$ cat config.mk
export PLATFORM = sky130hd
export DESIGN_NAME = uart_frame_rx_crc
export DESIGN_NICKNAME = d
export VERILOG_FILES = /design/src/rtl/uart_frame_pkg.sv /design/src/rtl/uart_rx_byte_core.sv /design/src/rtl/uart_frame_rx_crc.sv
export SDC_FILE = /design/constraint.sdc
export NUM_CORES = 1
export LEC_CHECK = 0
export ABC_AREA = 1
export CORE_MARGIN = 3
export CORE_UTILIZATION = 51
export CTS_CLUSTER_DIAMETER = 100
export DETAILED_ROUTE_END_ITERATION = 6
export PLACE_DENSITY = 0.74
export SLEW_MARGIN = 30
export SYNTH_ARGS = -nofsm -noshare
export SYNTH_HDL_FRONTEND = slang
export SYNTH_SLANG_ARGS = --single-unit
$ cat constraint.sdc
create_clock -name sys_clk -period 2.36 [get_ports sys_clk]
set_input_delay 0.472 -clock sys_clk [delete_from_list [all_inputs] [get_ports sys_clk]]
set_output_delay 0.472 -clock sys_clk [all_outputs]
set_load 0.05 [all_outputs]
$ cat src/rtl/uart_frame_pkg.sv
// Shared types and helpers for the framed UART receiver: frame FSM states,
// baud divisor calculation and the bytewise CRC-8 step.
package uart_frame_pkg;

  typedef enum logic [1:0] {S_HUNT, S_PAYLOAD, S_CRC, S_TAIL} frame_state_e;

  function automatic int unsigned calc_bps_cnt(input int unsigned clk_freq,
                                               input int unsigned baud);
    return clk_freq / baud;
  endfunction

  // MSB-first, non-reflected CRC-8 over one byte.
  function automatic logic [7:0] crc8_next(input logic [7:0] crc,
                                           input logic [7:0] data,
                                           input logic [7:0] poly);
    logic [7:0] c;
    c = crc ^ data;
    for (int i = 0; i < 8; i++) begin
      c = c[7] ? ((c << 1) ^ poly) : (c << 1);
    end
    return c;
  endfunction

endpackage

$ cat src/rtl/uart_rx_byte_core.sv
// Single-byte UART receiver: 2-flop synchroniser, start-bit glitch filter,
// mid-bit sampling of 8 data bits (LSB first) and stop-bit check.
module uart_rx_byte_core #(
  parameter int unsigned BPS_CNT = 434
) (
  input  logic       clk_i,
  input  logic       rst_i,
  input  logic       rxd_i,
  output logic [7:0] byte_data_o,
  output logic       byte_valid_o,
  output logic       stop_err_o
);

  localparam int unsigned CntW = (BPS_CNT > 2) ? $clog2(BPS_CNT) : 1;
  localparam logic [CntW-1:0] HalfCnt = CntW'(BPS_CNT / 2);
  localparam logic [CntW-1:0] FullCnt = CntW'(BPS_CNT - 1);

  typedef enum logic [1:0] {RxIdle, RxStart, RxData, RxStop} rx_state_e;

  rx_state_e       state_q;
  logic [1:0]      sync_q;
  logic            rxd_prev_q;
  logic [CntW-1:0] cnt_q;
  logic [2:0]      bit_q;
  logic [7:0]      shift_q;
  logic [7:0]      data_q;
  logic            valid_q;
  logic            stop_err_q;
  logic            rxd_s;

  assign rxd_s = sync_q[1];

  always_ff @(posedge clk_i) begin
    if (rst_i) begin
      sync_q     <= 2'b11;
      rxd_prev_q <= 1'b1;
      state_q    <= RxIdle;
      cnt_q      <= '0;
      bit_q      <= '0;
      shift_q    <= '0;
      data_q     <= '0;
      valid_q    <= 1'b0;
      stop_err_q <= 1'b0;
    end else begin
      sync_q     <= {sync_q[0], rxd_i};
      rxd_prev_q <= rxd_s;
      valid_q    <= 1'b0;
      stop_err_q <= 1'b0;
      unique case (state_q)
        RxIdle: begin
          if (rxd_prev_q && !rxd_s) begin
            state_q <= RxStart;
            cnt_q   <= '0;
          end
        end
        RxStart: begin
          // Start bit must still be low at mid-bit, otherwise it was a glitch.
          if (cnt_q == HalfCnt) begin
            cnt_q   <= '0;
            bit_q   <= '0;
            state_q <= rxd_s ? RxIdle : RxData;
          end else begin
            cnt_q <= cnt_q + 1'b1;
          end
        end
        RxData: begin
          if (cnt_q == FullCnt) begin
            cnt_q   <= '0;
            shift_q <= {rxd_s, shift_q[7:1]};
            bit_q   <= bit_q + 3'd1;
            if (bit_q == 3'd7) state_q <= RxStop;
          end else begin
            cnt_q <= cnt_q + 1'b1;
          end
        end
        RxStop: begin
          if (cnt_q == FullCnt) begin
            cnt_q   <= '0;
            state_q <= RxIdle;
            if (rxd_s) begin
              data_q  <= shift_q;
              valid_q <= 1'b1;
            end else begin
              stop_err_q <= 1'b1;
            end
          end else begin
            cnt_q <= cnt_q + 1'b1;
          end
        end
        default: state_q <= RxIdle;
      endcase
    end
  end

  assign byte_data_o  = data_q;
  assign byte_valid_o = valid_q;
  assign stop_err_o   = stop_err_q;

endmodule

$ cat src/rtl/uart_frame_rx_crc.sv
// Framed UART receiver: HEAD, payload, optional CRC-8, TAIL. Good payloads are
// presented on a flat bus under a valid/ready handshake with inline error pulses.
module uart_frame_rx_crc import uart_frame_pkg::*; #(
  parameter int unsigned CLK_FREQ     = 50_000_000,
  parameter int unsigned UART_BPS     = 115_200,
  parameter int unsigned PAYLOAD_LEN  = 11,
  parameter logic [7:0]  HEAD_BYTE    = 8'h55,
  parameter logic [7:0]  TAIL_BYTE    = 8'hAA,
  parameter bit          CRC_EN       = 1'b1,
  parameter logic [7:0]  CRC_POLY     = 8'h07,
  parameter logic [7:0]  CRC_INIT     = 8'h00,
  parameter int unsigned TIMEOUT_BITS = 20
) (
  input  logic                     sys_clk,
  input  logic                     sys_rst_n,
  input  logic                     uart_rxd,
  output logic [7:0]               byte_data,
  output logic                     byte_valid,
  output logic [8*PAYLOAD_LEN-1:0] frame_data,
  output logic                     frame_valid,
  input  logic                     frame_ready,
  output logic                     busy,
  output logic                     err_crc,
  output logic                     err_frame,
  output logic                     err_timeout,
  output logic                     err_overrun
);

  localparam int unsigned BPS_CNT = calc_bps_cnt(CLK_FREQ, UART_BPS);
  localparam int unsigned ToLimit = TIMEOUT_BITS * BPS_CNT;
  localparam int unsigned ToW     = $clog2(ToLimit + 1);
  localparam int unsigned IdxW    = $clog2(PAYLOAD_LEN + 1);
  localparam logic [ToW-1:0]  ToLimitV = ToW'(ToLimit);
  localparam logic [IdxW-1:0] LastIdx  = IdxW'(PAYLOAD_LEN - 1);

  frame_state_e             state_q;
  logic [IdxW-1:0]          idx_q;
  logic [7:0]               crc_q;
  logic [8*PAYLOAD_LEN-1:0] shadow_q;
  logic [8*PAYLOAD_LEN-1:0] frame_data_q;
  logic                     frame_valid_q;
  logic                     err_crc_q, err_frame_q, err_timeout_q, err_overrun_q;
  logic [ToW-1:0]           to_cnt_q;
  logic [7:0]               rx_data;
  logic                     rx_valid;
  logic                     rx_stop_err;

  uart_rx_byte_core #(
    .BPS_CNT(BPS_CNT)
  ) u_rx_byte_core (
    .clk_i       (sys_clk),
    .rst_i       (sys_rst_n),
    .rxd_i       (uart_rxd),
    .byte_data_o (rx_data),
    .byte_valid_o(rx_valid),
    .stop_err_o  (rx_stop_err)
  );

  always_ff @(posedge sys_clk) begin
    if (sys_rst_n) begin
      state_q       <= S_HUNT;
      idx_q         <= '0;
      crc_q         <= CRC_INIT;
      shadow_q      <= '0;
      frame_data_q  <= '0;
      frame_valid_q <= 1'b0;
      err_crc_q     <= 1'b0;
      err_frame_q   <= 1'b0;
      err_timeout_q <= 1'b0;
      err_overrun_q <= 1'b0;
      to_cnt_q      <= '0;
    end else begin
      err_crc_q     <= 1'b0;
      err_frame_q   <= 1'b0;
      err_timeout_q <= 1'b0;
      err_overrun_q <= 1'b0;
      if (frame_valid_q && frame_ready) frame_valid_q <= 1'b0;

      if (rx_stop_err) begin
        state_q     <= S_HUNT;
        err_frame_q <= 1'b1;
        to_cnt_q    <= '0;
      end else if (rx_valid) begin
        to_cnt_q <= '0;
        unique case (state_q)
          S_HUNT: begin
            if (rx_data == HEAD_BYTE) begin
              state_q <= S_PAYLOAD;
              idx_q   <= '0;
              crc_q   <= CRC_INIT;
            end
          end
          S_PAYLOAD: begin
            shadow_q[8*idx_q +: 8] <= rx_data;
            crc_q <= crc8_next(crc_q, rx_data, CRC_POLY);
            idx_q <= idx_q + 1'b1;
            if (idx_q == LastIdx) state_q <= CRC_EN ? S_CRC : S_TAIL;
          end
          S_CRC: begin
            if (rx_data != crc_q) begin
              err_crc_q <= 1'b1;
              state_q   <= S_HUNT;
            end else begin
              state_q <= S_TAIL;
            end
          end
          S_TAIL: begin
            state_q <= S_HUNT;
            // A frame accepted this cycle frees the output, so the new one may load.
            if (rx_data != TAIL_BYTE) begin
              err_frame_q <= 1'b1;
            end else if (frame_valid_q && !frame_ready) begin
              err_overrun_q <= 1'b1;
            end else begin
              frame_data_q  <= shadow_q;
              frame_valid_q <= 1'b1;
            end
          end
          default: state_q <= S_HUNT;
        endcase
      end else if (state_q != S_HUNT) begin
        if (to_cnt_q == ToLimitV) begin
          err_timeout_q <= 1'b1;
          state_q       <= S_HUNT;
          to_cnt_q      <= '0;
        end else begin
          to_cnt_q <= to_cnt_q + 1'b1;
        end
      end else begin
        to_cnt_q <= '0;
      end
    end
  end

  assign byte_data   = rx_data;
  assign byte_valid  = rx_valid;
  assign frame_data  = frame_data_q;
  assign frame_valid = frame_valid_q;
  assign busy        = (state_q != S_HUNT);
  assign err_crc     = err_crc_q;
  assign err_frame   = err_frame_q;
  assign err_timeout = err_timeout_q;
  assign err_overrun = err_overrun_q;

endmodule

==> impl_metrics.py <==
metrics = {
    "outcome": {
        "status": "completed",
    },
    "worst_hold_path": {
        "min_path_cells": 1,
        "holdCritStartpoint": "u_rx_byte_core.sync_q[0]$_SDFF_PP1_",
        "min_to": "u_rx_byte_core.sync_q[1]$_SDFF_PP1_",
        "hp-class": "reg -> reg",
    },
    "pwr": {
        "power_switching_mw": 1.746,
        "p_per_area_nw_per_um2": 647.5,
        "total_leakage_power_nw": 5.853,
        "total_power_mw": 8.256,
        "vdd_drop_max_v": 0.0005338,
        "power_frac_comb": 0.022,
        "internal_power_mw": 6.510,
        "power_frac_seq": 0.501,
        "p_clk_frac": 0.476,
        "p_sw_frac": 0.2115,
    },
    "placement": {
        "place_congestion": 0.9268,
        "dpl.hpwl_um": 18510,
        "portBuffers": 106,
    },
    "final_layout": {
        "utilization": 0.6445,
        "num_antenna_cells": 0,
        "area_delta_synth_final_pct": 22.15,
        "drive_gt1_frac": 0.06576,
        "final_net_count": 1618,
        "final.fill_count": 1790,
    },
    "worst_setup_path": {
        "reg2reg_slack_ns": 0.33,
        "crit_buf_inv": 1,
        "cp.arrival_ns": 1.78,
        "r2r_end": "shadow_q[65]$_SDFFE_PP0P_",
        "r2r-start": "idx_q[1]$_SDFFE_PP0P_",
        "start_kind": "flip-flop",
        "cp-end-kind": "output pin",
        "worstPathMaxFanout": 3,
        "critical_path_class": "reg -> out",
        "cp_slowest_cell": "clkdlybuf4s50_1",
        "cp.required_ns": 1.89,
        "worstPathCellList": "clkdlybuf4s50_1",
        "rr_worst_depth": 8,
        "slowest_delay_ns": 0.84,
        "crit_family": "buffers and inverters",
    },
    "timing": {
        "hold_violations": 0,
        "skew_ns": 0.01813,
        "totalNegativeSetupSlack_ns": 0,
        "fin_crit_sh": 0.9541,
        "relSlewSlack": 0.6201,
        "setup_viol": 0,
        "hold_ws_ns": 0.4104,
        "fmax_mhz": 444.1,
        "slew_violations": 0,
        "worstMarginPinSlew_ns": 0.5646,
        "rsz0062_at_grt": "no",
        "fin_crit_ns": 2.252,
    },
    "global_routing": {
        "grt_pass1_wl_um": 42950,
        "overflow": 0,
        "grt_antenna_before_repair": 0,
        "grt_max_degree": 64,
        "grt.total_usage": 0.2348,
        "first_global_vias": 8526,
    },
    "synth": {
        "synth_top_area_share": 0.4680,
        "async_flop_share": 0,
        "synth_area_um2": 10440,
        "ys_warn_count": 0,
        "synth.distinct_cells": 34,
        "synth_nets": 1510,
        "yosysSeqAreaShare": 0.4680,
        "synthCells": 1487,
        "synth_ff_type": "dfxtp_1",
        "synthTopCellsByArea": "dfxtp_1 47%, nand2_1 13%, nor2_1 10%",
        "syn-mean-instance-area_um2": 7.019,
        "yosys-top-cells-count": "357 x nand2_1, 281 x nor2_1, 244 x dfxtp_1",
        "synth.largest_area_cell": "dfxtp_1",
        "synth_edf_count": 0,
        "ys_ff_latch": 244,
        "yosysMostFrequentCell": "nand2_1",
    },
    "run": {
        "drv_cap": 0,
    },
    "detailed_routing": {
        "drtIter0Drc": 656,
        "routed_wirelength_um": 26530,
        "drc": 0,
        "dr.pass1.iters": 7,
        "vias": 9424,
        "antenna_left": 0,
        "vias_per_cell": 5.021,
        "wl_per_cell_um": 14.13,
    },
    "clock_network": {
        "cts.clk_slew.worst_paths_ns": 0.06,
        "cts_num_sinks": 244,
        "htree_levels": 1,
        "cts_resized": 8,
        "post_cts_buffers": 0,
        "cts_made_buffers": 26,
        "cts-root-buf": "clkbuf_16",
        "cts_tree": "built",
        "postCtsHoldBufs": 0,
        "max-clock-path-buffers": 3,
        "clk_latency_ns": 0.53,
    },
    "floorplanning": {
        "dieArea_um2": 22220,
        "die_w_um": 149.1,
        "coreArea_um2": 19780,
        "die_height_um": 149.1,
        "io_pins": 107,
        "fp-row-count": 51,
        "start_util": 0.5276,
    },
}
-- cell type report --
class,count,area [µm²],share of cell area
Clock buffer,42,810.8,0.06359
Clock inverter,3,26.28,0.002061
Inverter,171,644.4,0.05054
Multi-Input combinational cell,1003,4611,0.3616
Sequential cell,244,4885,0.3831
Tap cell,265,331.6,0.02601
Timing Repair Buffer,149,1441,0.1131
-- metrics by stage --
step / setup slack, ns / instance area, µm² / instances
3_3_place_gp: 0.4089 / 11920 / 1832
4_1_cts: 0.1073 / 12750 / 1877
2_1_floorplan: 0.08524 / 10440 / 1487
3_5_place_dp: 0.3693 / 11920 / 1832
6_report: 0.1084 / 12750 / 1877
5_1_grt: 0.07648 / 12750 / 1877
-- power by group through the flow --
| stage | clock network, mW | registers [mW] | logic, mW |
|---|---|---|---|
| floorplan | 0 | 4.23 | 0.126 |
| global route | 4.17 | 4.14 | 0.208 |
| detailed placement | 0 | 4.23 | 0.185 |
| finish | 3.93 | 4.14 | 0.183 |
| CTS | 3.98 | 4.14 | 0.185 |
| global placement | 0 | 4.23 | 0.181 |
-- flip-flops by register name, indices dropped and copies added, names as in the netlist, named ones only --
register and cells:
frame_data 88, shadow_q 88, to_cnt_q 14, u_rx_byte_core.cnt_q 9
crc_q 8, u_rx_byte_core.byte_data_o 8, u_rx_byte_core.shift_q 8, idx_q 4
u_rx_byte_core.bit_q 3, state_q 2, u_rx_byte_core.sync_q 2, err_crc 1
err_frame 1, err_overrun 1, err_timeout 1, frame_valid 1
u_rx_byte_core.byte_valid_o 1, u_rx_byte_core.rxd_prev_q 1, u_rx_byte_core.state_q 1, u_rx_byte_core.stop_err_o 1
-- cell usage in the layout, fill, tap and decap left out, types with 2 or more instances in the layout --
cell,n
nand2_2,2
nand4_1,11
nand3b_1,4
clkinv_2,2
nor2_1,281
a21oi_1,94
buf_4,38
xor2_1,6
o21ai_1,2
o211a_1,8
nand2_1,357
nor3_1,40
clkinv_1,2
o21ai_0,71
inv_2,5
nor3_2,2
buf_12,6
nand3_1,62
ha_1,19
dfxtp_1,244
a211oi_1,10
nor3_4,2
clkbuf_16,26
clkdlybuf4s50_1,96
clkbuf_8,10
clkbuf_1,6
inv_1,163
or2_2,6
dlygate4sd2_1,8
xnor2_1,11
a31oi_1,9
-- per-layer routing --
layer	GRT usage	vias up	share of wire
met5	0	-	0
met4	0.06957	0	0.029
met3	0.03099	50	0.058
met2	0.3933	268	0.47
met1	0.3186	4234	0.44
li1	-	4872	-
-- cell families (layout without fill, tap and decap cells) --
logic type | after synthesis | after routing | synth area share
buf+inv | 240 | 365 | 0.09099
simple gates | 773 | 773 | 0.3036
flops | 244 | 244 | 0.4680
xor+xnor | 17 | 17 | 0.01426
compound gates | 194 | 194 | 0.1003
fa+ha+maj | 19 | 19 | 0.02278
-- how the worst max path moves through the flow --
stage               depth (start not counted)                                       start                     endpoint  slack, ns
finish                                      1  u_rx_byte_core.byte_data_o[1]$_SDFFE_PP0P_                 byte_data[1]       0.11
global route                                1  u_rx_byte_core.byte_data_o[1]$_SDFFE_PP0P_                 byte_data[1]       0.08
CTS                                         1  u_rx_byte_core.byte_data_o[1]$_SDFFE_PP0P_                 byte_data[1]       0.11
detailed placement                          9                       idx_q[1]$_SDFFE_PP0P_    shadow_q[84]$_SDFFE_PP0P_       0.37
global placement                            9                                 frame_ready  frame_data[24]$_SDFFE_PP0P_       0.41
floorplan                                  10                       idx_q[0]$_SDFFE_PP0P_     shadow_q[3]$_SDFFE_PP0P_       0.09
Note: power is estimated with default switching activity, not from simulation.
